===== config.mk =====
export PLATFORM = sky130hd
export DESIGN_NAME = arb_requester
export DESIGN_NICKNAME = d
export VERILOG_FILES = /design/src/rtl/arb_requester_pkg.sv /design/src/rtl/arb_req_chan.sv /design/src/rtl/arb_requester.sv
export SDC_FILE = /design/constraint.sdc
export NUM_CORES = 1
export LEC_CHECK = 0
export BUFFER_PORTS_ARGS = -buffer_cell sky130_fd_sc_hd__buf_2
export CAP_MARGIN = 0
export CORE_UTILIZATION = 45
export CTS_CLUSTER_SIZE = 20
export DETAILED_ROUTE_END_ITERATION = 12
export PLACE_DENSITY = 0.67
export SLEW_MARGIN = 10
export SYNTH_ARGS = -nofsm -noshare
export SYNTH_HDL_FRONTEND = slang
export SYNTH_SLANG_ARGS = --single-unit

===== constraint.sdc =====
create_clock -name clk -period 1.8 [get_ports clk]
set_input_delay 0.27 -clock clk [delete_from_list [all_inputs] [get_ports clk]]
set_output_delay 0.27 -clock clk [all_outputs]
set_load 0.03 [all_outputs]

===== src/rtl/arb_requester_pkg.sv =====
// Shared types and defaults for the two-channel arbiter requester.
// Channel state is one-hot so each phase decodes from a single flop.
package arb_requester_pkg;

  localparam int LEN_W_DEF   = 4;
  localparam int TIMEOUT_DEF = 15;

  typedef enum logic [3:0] {
    ST_IDLE = 4'b0001,
    ST_REQ  = 4'b0010,
    ST_OWN  = 4'b0100,
    ST_REL  = 4'b1000
  } chan_state_e;

endpackage


===== src/rtl/arb_req_chan.sv =====
// One requester channel: takes a burst command, requests the arbiter, strobes one
// beat per granted cycle, then waits for the grant to drop before going idle.
module arb_req_chan
  import arb_requester_pkg::*;
#(
  parameter int LEN_W   = LEN_W_DEF,
  parameter int TIMEOUT = TIMEOUT_DEF
) (
  input  logic             clk,
  input  logic             rst,
  input  logic             cmd_valid,
  input  logic [LEN_W-1:0] cmd_len,
  output logic             cmd_ready,
  input  logic             gnt,
  output logic             req,
  output logic             beat,
  output logic             done,
  output logic             err
);

  localparam int WAIT_W = $clog2(TIMEOUT + 1);
  localparam logic [WAIT_W-1:0] WAIT_LAST = WAIT_W'(TIMEOUT - 1);

  chan_state_e       state_q, state_d;
  logic [LEN_W-1:0]  beat_cnt_q, beat_cnt_d;
  logic [WAIT_W-1:0] wait_q, wait_d;
  logic              req_q, req_d;
  logic              done_q, done_d;
  logic              err_q, err_d;

  always_ff @(posedge clk) begin
    if (rst) begin
      state_q    <= ST_IDLE;
      beat_cnt_q <= '0;
      wait_q     <= '0;
      req_q      <= 1'b0;
      done_q     <= 1'b0;
      err_q      <= 1'b0;
    end else begin
      state_q    <= state_d;
      beat_cnt_q <= beat_cnt_d;
      wait_q     <= wait_d;
      req_q      <= req_d;
      done_q     <= done_d;
      err_q      <= err_d;
    end
  end

  always_comb begin
    state_d    = state_q;
    beat_cnt_d = beat_cnt_q;
    wait_d     = wait_q;
    done_d     = 1'b0;
    err_d      = 1'b0;
    unique case (state_q)
      ST_IDLE: begin
        if (cmd_valid) begin
          beat_cnt_d = cmd_len;
          wait_d     = '0;
          state_d    = ST_REQ;
        end
      end
      ST_REQ: begin
        if (gnt) begin
          wait_d  = '0;
          state_d = ST_OWN;
        end else if (wait_q == WAIT_LAST) begin
          wait_d  = '0;
          err_d   = 1'b1;
          state_d = ST_IDLE;
        end else begin
          wait_d = wait_q + 1'b1;
        end
      end
      ST_OWN: begin
        // Counter holds beats still owed after this one; zero means last beat.
        if (!gnt) begin
          err_d   = 1'b1;
          state_d = ST_IDLE;
        end else if (beat_cnt_q == '0) begin
          wait_d  = '0;
          state_d = ST_REL;
        end else begin
          beat_cnt_d = beat_cnt_q - 1'b1;
        end
      end
      ST_REL: begin
        if (!gnt) begin
          done_d  = 1'b1;
          state_d = ST_IDLE;
        end else if (wait_q == WAIT_LAST) begin
          wait_d  = '0;
          err_d   = 1'b1;
          state_d = ST_IDLE;
        end else begin
          wait_d = wait_q + 1'b1;
        end
      end
      default: state_d = ST_IDLE;
    endcase
    // Request is registered alongside the state it belongs to.
    req_d = (state_d == ST_REQ) || (state_d == ST_OWN);
  end

  always_comb begin
    cmd_ready = (state_q == ST_IDLE);
    beat      = (state_q == ST_OWN) && gnt;
    req       = req_q;
    done      = done_q;
    err       = err_q;
  end

endmodule


===== src/rtl/arb_requester.sv =====
// Two independent burst requesters sharing a 2-way arbiter; each channel
// proceeds only on its own grant.
module arb_requester
  import arb_requester_pkg::*;
#(
  parameter int LEN_W   = LEN_W_DEF,
  parameter int TIMEOUT = TIMEOUT_DEF
) (
  input  logic             clk,
  input  logic             rst,
  input  logic             cmd_valid0,
  input  logic [LEN_W-1:0] cmd_len0,
  output logic             cmd_ready0,
  input  logic             cmd_valid1,
  input  logic [LEN_W-1:0] cmd_len1,
  output logic             cmd_ready1,
  input  logic             gnt0,
  input  logic             gnt1,
  output logic             req0,
  output logic             req1,
  output logic             beat0,
  output logic             beat1,
  output logic             done0,
  output logic             done1,
  output logic             err0,
  output logic             err1
);

  arb_req_chan #(.LEN_W(LEN_W), .TIMEOUT(TIMEOUT)) u_chan0 (
    .clk       (clk),
    .rst       (rst),
    .cmd_valid (cmd_valid0),
    .cmd_len   (cmd_len0),
    .cmd_ready (cmd_ready0),
    .gnt       (gnt0),
    .req       (req0),
    .beat      (beat0),
    .done      (done0),
    .err       (err0)
  );

  arb_req_chan #(.LEN_W(LEN_W), .TIMEOUT(TIMEOUT)) u_chan1 (
    .clk       (clk),
    .rst       (rst),
    .cmd_valid (cmd_valid1),
    .cmd_len   (cmd_len1),
    .cmd_ready (cmd_ready1),
    .gnt       (gnt1),
    .req       (req1),
    .beat      (beat1),
    .done      (done1),
    .err       (err1)
  );

endmodule


==> flow_summary.toml, run 1 <==
[status]
status = "finished with violations"
failed_checks = "setup timing"

[final_layout]
drive_gt1_share_pct = 43.32
layout_commonest_cell = "buf_4"
fill_cells = 288
diodes = 0
final_cell_mix = "buf_4 (44), nor2_1 (23), buf_2 (22)"
design_area_um2 = 2496
register_area_um2 = 613.1
multi_input_area_um2 = 1197
num-nets-final = 296
stdcell_count = 325
areaGrowthSynthToFinish_pct = 43.73

[route]
final_antenna_net_count = 0
drc_errors = 0
routed_wl_um = 4174
via_count = 1721
drt-initial-drc-count = 151
firstDrtPassIters = 4
viasPerCell = 5.295
wire_per_inst_um = 12.84

[yosys]
synthArstFlopShare_pct = 0
synth_cells = 214
synth_edf_count = 0
avgSynthCellArea_um2 = 8.115
syn-cell-area_um2 = 1737
ys_warn_count = 0
synth.distinct_cells = 45
syn_nets = 234
ys_seq_area_share_pct = 34.58
synthFlopType = "dfxtp_1"
synth_seq_cells = 30

[timing]
layout_min_cycle_time_ns = 1.817
rsz0062_at_grt = "yes"
worstMarginPinSlew_ns = 0.4275
hold_slack_ns = 0.2496
finalHoldViolations = 0
slew_headroom_pct = 71.05
max_freq_ghz = 0.5504
clock_skew_ns = 0.01076
fin_crit_sh_pct = 100.9
setup-violations-final = 3
slew_violations = 0
timing.final.ws_setup_ns = -0.01671

[floorplanning]
fp.coreArea_um2 = 3689
die_y_um = 64.12
io_pins = 24
start_util_pct = 47.08
die_area_um2 = 4111
rows = 22
die_width_um = 64.12

[global_routing]
grt_max_degree = 17
track_usage_pct = 21.20
antenna_found_initial = 0
grt_pass1_wl_um = 6837
gr-total-overflow = 0
first_global_vias = 1552

[placed_design]
gp_congestion = 0.7944
placedCellCount = 314
portBuffers = 23
dp_hpwl_um = 2961
place_area_um2 = 2218
pre_cts_ws_ns = -0.07735

[flow_run]
drv_cap = 0

[worst_setup_path]
path_max_fanout = 5
timing.rr.end = "u_chan1.beat_cnt_q[2]"
r2r-start = "u_chan1.state_q[0]"
required_ns = 1.53
crit_type = "reg -> out"
critPathLaunchType = "register"
r2r_setup_slack_ns = -0.01
worstPathArrival_ns = 1.55
end_kind = "output pin"
worstRegToRegCells = 7

[cts]
cts_max_level = 2
cts.hold.buffers_added = 0
root_buffer = "clkbuf_8"
clk_path_buf_depth = 2
cts_tree = "built"
clk_pin_slew_ns = 0.07
cts_made_buffers = 5
clk_latency_ns = 0.28
cts_sinks = 30

[power_and_ir_drop]
leakage_nw = 1.001
power.density_nw_per_um2 = 725.1
power_mw = 1.810
ir_worst_vdd_v = 0.0004632

[worst_hold_path]
hold_end = "u_chan0.req"
hold_start = "gnt0"
min_path_cells = 2
hp-class = "in -> reg"
-- flip-flops by register name (all words and copies together) (netlist names), 4 cells and up --
register,flops
u_chan0.state_q,4
u_chan1.beat_cnt_q,4
u_chan1.wait_q,4
u_chan0.beat_cnt_q,4
u_chan0.wait_q,4
u_chan1.state_q,4
-- worst max-delay path by stage --
stage	to	cells past startpoint	startpoint	slack (ns)
global route	u_chan1.beat_cnt_q[3]	8	u_chan1.beat_cnt_q[0]	-0.07
global placement	u_chan1.req	5	u_chan1.state_q[0]	-0.04
floorplan	u_chan1.wait_q[3]	6	u_chan1.state_q[2]	-0.04
CTS	beat1	4	u_chan1.state_q[3]	-0.02
detailed placement	u_chan1.wait_q[3]	6	gnt1	-0.08
finish	beat1	4	u_chan1.state_q[0]	-0.02
-- layer usage --
layer  routed length (um)  global-route usage (%)
met1                 2108                   28.84
met3                  141                   5.357
met2                 1883                   32.71
met4                   40                   6.667
met5                    0                       0
-- what timing repair did --
action	CTS	global route
pin swaps	3	9
hold endpoints to repair	0	0
setup endpoints to repair	12	16
buffers inserted	1	2
resized for setup	19	18
-- cell families after synthesis --
family | synth area share, %
and+or+nand+nor | 32.06
AOI/OAI and AO/OA | 19.24
DFF | 34.58
buffers and inverters | 5.835
muxes | 3.458
adders and majority gates | 4.323
xor gates and xnor gates | 0.5044
-- report_power, final --
| group | switching [mW] | total [mW] | internal [mW] |
|---|---|---|---|
| Combinational | 0.206 | 0.428 | 0.222 |
| Sequential | 0.0340 | 0.732 | 0.698 |
| Clock | 0.264 | 0.651 | 0.386 |
| Total | 0.504 | 1.81 | 1.31 |
-- cells in the mapped netlist (2+ instances only) --
master    count  area, um^2
dfxtp_1      30       600.6
nor2_1       26       97.59
a21oi_1      16       80.08
clkbuf_1     12       45.04
inv_1        12       45.04
nand2_1       8       30.03
nor3b_1       8       60.06
nand3_1       7       35.03
o21ai_0       7       35.03
ha_1          6       75.07
mux2i_1       6       60.06
nor2b_1       6       37.54
or3_1         6       37.54
nor3_1        5       25.02
nor4b_1       5       43.79
or4b_1        5       50.05
a211oi_1      4       30.03
nand3b_1      4       30.03
a31oi_1       3       18.77
nor4_1        3       18.77
o32ai_1       3       26.28
a311oi_1      2       17.52
nand2b_1      2       12.51
o21a_1        2       15.01
o21ai_1       2       10.01
o311ai_1      2       17.52
o31a_1        2       17.52
or2_0         2       12.51
or2_1         2       12.51
-- critical path, cell delays in order (launching register included) --
cell and delay, ns:
dfxtp_2 0.34, or4b_4 0.56, buf_8 0.14, nor2_4 0.09
buf_6 0.14
-- per-stage QoR --
stage	util, %	TNS (ns)
6_report	67.67	-0.02490
3_3_place_gp	60.14	-0.2124
2_1_floorplan	-	-0.04610
4_1_cts	65.06	-0.02139
5_1_grt	67.67	-0.3308
3_5_place_dp	60.14	-0.3191
-- cell type report --
| type | instances | share of cell area, % |
|---|---|---|
| Tap cell | 48 | 2.406 |
| Inverter | 13 | 1.955 |
| Sequential cell | 30 | 24.56 |
| Clock buffer | 8 | 4.411 |
| Timing Repair Buffer | 68 | 18.70 |
| Multi-Input combinational cell | 158 | 47.97 |
Note: power is estimated with default switching activity, not from simulation.
==> inputs of run 2 (changes only) <==
--- a/config.mk
+++ b/config.mk
@@ -7,11 +7,11 @@
 export LEC_CHECK = 0
 export BUFFER_PORTS_ARGS = -buffer_cell sky130_fd_sc_hd__buf_2
 export CAP_MARGIN = 0
-export CORE_UTILIZATION = 45
-export CTS_CLUSTER_SIZE = 20
+export CORE_UTILIZATION = 51
+export CTS_CLUSTER_SIZE = 28
 export DETAILED_ROUTE_END_ITERATION = 12
-export PLACE_DENSITY = 0.67
-export SLEW_MARGIN = 10
+export PLACE_DENSITY = 0.75
+export SLEW_MARGIN = 40
 export SYNTH_ARGS = -nofsm -noshare
 export SYNTH_HDL_FRONTEND = slang
 export SYNTH_SLANG_ARGS = --single-unit
==> run 2 against run 1 <==
  * The flow still finishes with violations (setup timing)
  * Utilization grew 17 points
  * Flip-flop and latch count stayed put
  * Clock skew is 0.0012 ns lower
  * Count of clock-buffer cells in the layout unchanged
  * Total power shrank 2.4%
  * Setup slack worse by 0.14 ns
  * Via count up 17%
  * Global-route usage increased by 5.3 points
  * Largest power group unchanged
==> flow_summary.toml, run 2 (same netlist as run 1, synthesis figures left out) <==
[timing]
fin_crit_sh_pct = 108.9
slew_violations = 0
finalHoldViolations = 0
max_freq_ghz = 0.5103
clock_skew_ns = 0.009613
rsz0062_at_grt = "yes"
hold_slack_ns = 0.2185
timing.final.ws_setup_ns = -0.1597
slew_headroom_pct = 60.98
worstMarginPinSlew_ns = 0.5852
setup-violations-final = 9
fin_tns_setup_ns = -0.6540
layout_min_cycle_time_ns = 1.960

[final_layout]
fill_cells = 147
drive_gt1_share_pct = 49.12
layout_commonest_cell = "buf_4"
final_cell_mix = "buf_4 (45), nor2_1 (24), dfxtp_1 (20)"
areaGrowthSynthToFinish_pct = 53.39
diodes = 0
num-nets-final = 302
final_core_util_pct = 84.48

[floorplanning]
die_area_um2 = 3643
die_width_um = 60.36
fp.coreArea_um2 = 3153
io_pins = 24
start_util_pct = 55.08
rows = 20
die_y_um = 60.36

[worst_setup_path]
crit_type = "reg -> reg"
worstRegToRegCells = 7
critPathLaunchType = "register"
required_ns = 2.07
path_max_fanout = 10
timing.rr.end = "u_chan1.beat_cnt_q[3]"
worstPathArrival_ns = 2.23
end_kind = "register"
r2r_setup_slack_ns = -0.16
worstSetupEndpoint = "u_chan1.beat_cnt_q[3]"
r2r-start = "u_chan1.state_q[3]"
critPathLaunch = "u_chan1.state_q[3]"

[route]
final_antenna_net_count = 0
drc_errors = 0
viasPerCell = 6.180
via_count = 2021
routed_wl_um = 6158
firstDrtPassIters = 6
wire_per_inst_um = 18.83
drt-initial-drc-count = 268

[global_routing]
gr-total-overflow = 0
antenna_found_initial = 0
grt_pass1_wl_um = 7155
first_global_vias = 1643
track_usage_pct = 26.54
grt_max_degree = 26

[worst_hold_path]
hp-class = "in -> reg"
min_path_cells = 3
hold_start = "cmd_valid0"

[placed_design]
dp_hpwl_um = 2963
pre_cts_ws_ns = -0.09293
portBuffers = 23
gp_congestion = 0.8122

[cts]
clk_latency_ns = 0.35
cts_sinks = 30
cts_max_level = 2
cts_made_buffers = 5
clk_path_buf_depth = 2
cts_tree = "built"
clk_pin_slew_ns = 0.10
root_buffer = "clkbuf_4"

[status]
status = "finished with violations"
failed_checks = "setup timing"

[power_and_ir_drop]
power_mw = 1.767
power.density_nw_per_um2 = 663.2
leakage_nw = 1.066
ir_worst_vdd_v = 0.0005025

[flow_run]
drv_cap = 0
[run 2: where the power goes]
group / leakage [nW] / switching, mW / internal (mW) / total, mW
Clock: 0.0446 / 0.243 / 0.267 / 0.510
Combinational: 0.772 / 0.264 / 0.266 / 0.531
Sequential: 0.249 / 0.0340 / 0.692 / 0.726
Total: 1.07 / 0.541 / 1.23 / 1.77
[run 2: per-layer routing]
metal  up-vias  global-route usage (%)  share of wire (%)
met1       985                   33.16                 41
met2        86                   42.70                 49
li1        918                       -                  -
met5         -                       0                  0
met3        32                   7.036                6.2
met4         0                   12.29                3.9
[run 2: repair_timing]
| item | in CTS | in global routing |
|---|---|---|
| setup buffers | 9 | 5 |
| hold buffers | 0 | 0 |
| resized for setup | 34 | 41 |
| endpoints found under the setup margin | 11 | 19 |
| pin swaps | 8 | 11 |
[run 2: cell type report]
| type | count | area [um^2] | share of cell area [%] |
|---|---|---|---|
| tap | 44 | 55.05 | 2.067 |
| clock buffer | 8 | 78.83 | 2.959 |
| sequential | 30 | 628.1 | 23.58 |
| inverter | 13 | 48.80 | 1.832 |
| timing repair buffer | 74 | 553.0 | 20.76 |
| multi-input combinational | 158 | 1300 | 48.80 |
[run 2: critical path, stage by stage (launching register included)]
cell and delay (ns):
dfxtp_1 0.39, or4b_4 0.54, buf_8 0.14, buf_4 0.17, nor3b_4 0.17, a21oi_1 0.08, or2_1 0.24, a21oi_2 0.16
[run 2: worst min-delay path by stage]
stage | end | slack (ns)
after global routing | u_chan0.state_q[1] | 0.22
final | u_chan0.state_q[1] | 0.22
after CTS | u_chan0.state_q[1] | 0.21
after detailed placement | u_chan1.beat_cnt_q[1] | 0.48
after global placement | u_chan1.beat_cnt_q[1] | 0.48
after floorplan | u_chan1.done | 0.35
[run 2: metrics by stage]
stage	cell area, um^2	std cells
after floorplan	1794	214
after global placement	2176	305
after detailed placement	2176	305
after CTS	2449	322
after global routing	2664	327
final	2664	327
==> inputs of run 3 (changes only) <==
--- a/config.mk
+++ b/config.mk
@@ -11,6 +11,7 @@
 export CTS_CLUSTER_SIZE = 28
 export DETAILED_ROUTE_END_ITERATION = 12
 export PLACE_DENSITY = 0.75
+export RECOVER_POWER = 50
 export SLEW_MARGIN = 40
 export SYNTH_ARGS = -nofsm -noshare
 export SYNTH_HDL_FRONTEND = slang
==> constraint.sdc (replaced) <==
create_clock -name clk -period 1.8 [get_ports clk]
set_input_delay 0.09 -clock clk [delete_from_list [all_inputs] [get_ports clk]]
set_output_delay 0.09 -clock clk [all_outputs]
set_load 0.03 [all_outputs]
==> run 3 against run 2 <==
  * The run still ends with setup timing left
  * Combinational power shrank 19%
  * First-iteration DRC count shrank 47%
  * Total power shrank 4.7%
  * Cell area shrank 9.7%
  * Critical path depth shrank 2
  * Clock power grew 4.7%
  * Hold slack lost 0.16 ns
==> flow_summary.toml, run 3 (same netlist as run 1, synthesis figures left out) <==
[timing]
setup-violations-final = 1
hold_slack_ns = 0.05430
fin_crit_sh_pct = 100.6
max_freq_ghz = 0.5520
slew_headroom_pct = 67.41
timing.final.ws_setup_ns = -0.01145
clock_skew_ns = 0.01813
rsz0062_at_grt = "yes"
slew_violations = 0
worstMarginPinSlew_ns = 0.4888
layout_min_cycle_time_ns = 1.811
fin_tns_setup_ns = -0.01145
finalHoldViolations = 0

[final_layout]
design_area_um2 = 2405
diodes = 0
stdcell_count = 311
final_cell_mix = "buf_4 (31), nor2_1 (24), dfxtp_1 (20)"
final_core_util_pct = 76.27
layout_commonest_cell = "buf_4"
num-nets-final = 286
areaGrowthSynthToFinish_pct = 38.47
drive_gt1_share_pct = 39.70

[global_routing]
track_usage_pct = 25.21
first_global_vias = 1593
grt_pass1_wl_um = 6872
gr-total-overflow = 0
antenna_found_initial = 0
grt_max_degree = 26

[placed_design]
place_area_um2 = 2115
dp_hpwl_um = 3062
placedCellCount = 297
gp_congestion = 0.8297
pre_cts_ws_ns = -0.07709
portBuffers = 23

[route]
viasPerCell = 5.720
drt-initial-drc-count = 143
final_antenna_net_count = 0
via_count = 1779
firstDrtPassIters = 4
drc_errors = 0
routed_wl_um = 4652
wire_per_inst_um = 14.96

[floorplanning]
die_y_um = 60.36
die_area_um2 = 3643
fp.coreArea_um2 = 3153
start_util_pct = 55.08
io_pins = 24
die_width_um = 60.36
rows = 20

[status]
status = "finished with violations"
failed_checks = "setup timing"

[worst_setup_path]
crit_buf_inv = 0
critPathMaxStageDelay_ns = 0.43
cp_common_cell = "or3_4"
crit_type = "reg -> reg"
critPathLaunch = "u_chan1.state_q[2]"
path_max_fanout = 6
r2r-start = "u_chan1.state_q[2]"
required_ns = 2.06
r2r_setup_slack_ns = -0.01
timing.rr.end = "u_chan1.wait_q[3]"
critPathLaunchType = "register"
path_cells = "nand3b_1 > or3_4 > and3_4 > or3_4 > o41ai_2"
worstSetupEndpoint = "u_chan1.wait_q[3]"
cp_top_family = "simple AND/OR/NAND/NOR gates"
cp_num_cells = 5
worstPathArrival_ns = 2.07
worstRegToRegCells = 5
end_kind = "register"
slowest_stage = "or3_4"

[flow_run]
drv_cap = 0

[cts]
clk_pin_slew_ns = 0.10
cts_sinks = 30
clk_path_buf_depth = 2
cts_max_level = 2
root_buffer = "clkbuf_4"
cts_made_buffers = 5
cts_tree = "built"
clk_latency_ns = 0.34

[power_and_ir_drop]
ir_worst_vdd_v = 0.0004963
power.density_nw_per_um2 = 700.0
leakage_nw = 0.9068
power_mw = 1.683

[worst_hold_path]
min_path_cells = 3
hp-class = "in -> reg"
run 3: cell types whose count changed in the layout (fill, tap and decap cells not counted), moves of 2 or more:
cell | previous run | this run
buf_4 | 45 | 31
clkbuf_1 | 0 | 8
buf_6 | 8 | 1
a21oi_1 | 12 | 15
a21oi_2 | 4 | 1
buf_2 | 19 | 16
clkbuf_8 | 3 | 0
nor2b_1 | 6 | 3
nor2b_2 | 0 | 3
dfxtp_2 | 4 | 6
dfxtp_4 | 6 | 4
dlygate4sd3_1 | 0 | 2
nor3b_1 | 1 | 3
nor4b_1 | 1 | 3
run 3: timing repair:
item                                    in CTS  in global routing
endpoints found under the hold margin        2                  0
hold buffers                                 2                  0
gates resized for setup                     13                 33
endpoints found under the setup margin      10                 19
gates cloned                                 0                  0
setup buffers                                1                  3
pin swaps                                    5                  7
run 3: cell type report:
cell class,count,area [um^2]
multi-input cells,158,1216
repair buffers,58,386.6
flip-flops and latches,30,623.1
fillers,245,748.2
clock buffers,7,45.04
inverters,13,48.80
well taps,44,55.05
clock inverters,1,30.03
run 3: metal layers:
layer | up-vias | part of all wire [%] | GRT usage [%]
li1 | 884 | - | -
met1 | 840 | 47 | 31.58
met2 | 45 | 47 | 41.29
met3 | 10 | 4.2 | 7.036
met4 | 0 | 1.8 | 9.302
met5 | - | 0 | 0
run 3: how the worst min path moves through the flow:
stage | start | to
floorplan | gnt1 | u_chan1.done
global placement | gnt0 | u_chan0.done
detailed placement | gnt0 | u_chan0.done
CTS | cmd_valid0 | u_chan0.state_q[1]
global route | cmd_valid0 | u_chan0.state_q[1]
finish | cmd_valid0 | u_chan0.state_q[1]
run 3: worst min-delay path, stage by stage:
cell,delay (ns)
buf_2,0.10
a22oi_1,0.08
nor2_1,0.09
run 3: power by group:
group	internal, mW	switching, mW	leakage, nW	total, mW
clock	0.295	0.239	0.0395	0.534
sequential	0.692	0.0292	0.249	0.721
combinational	0.210	0.218	0.619	0.428
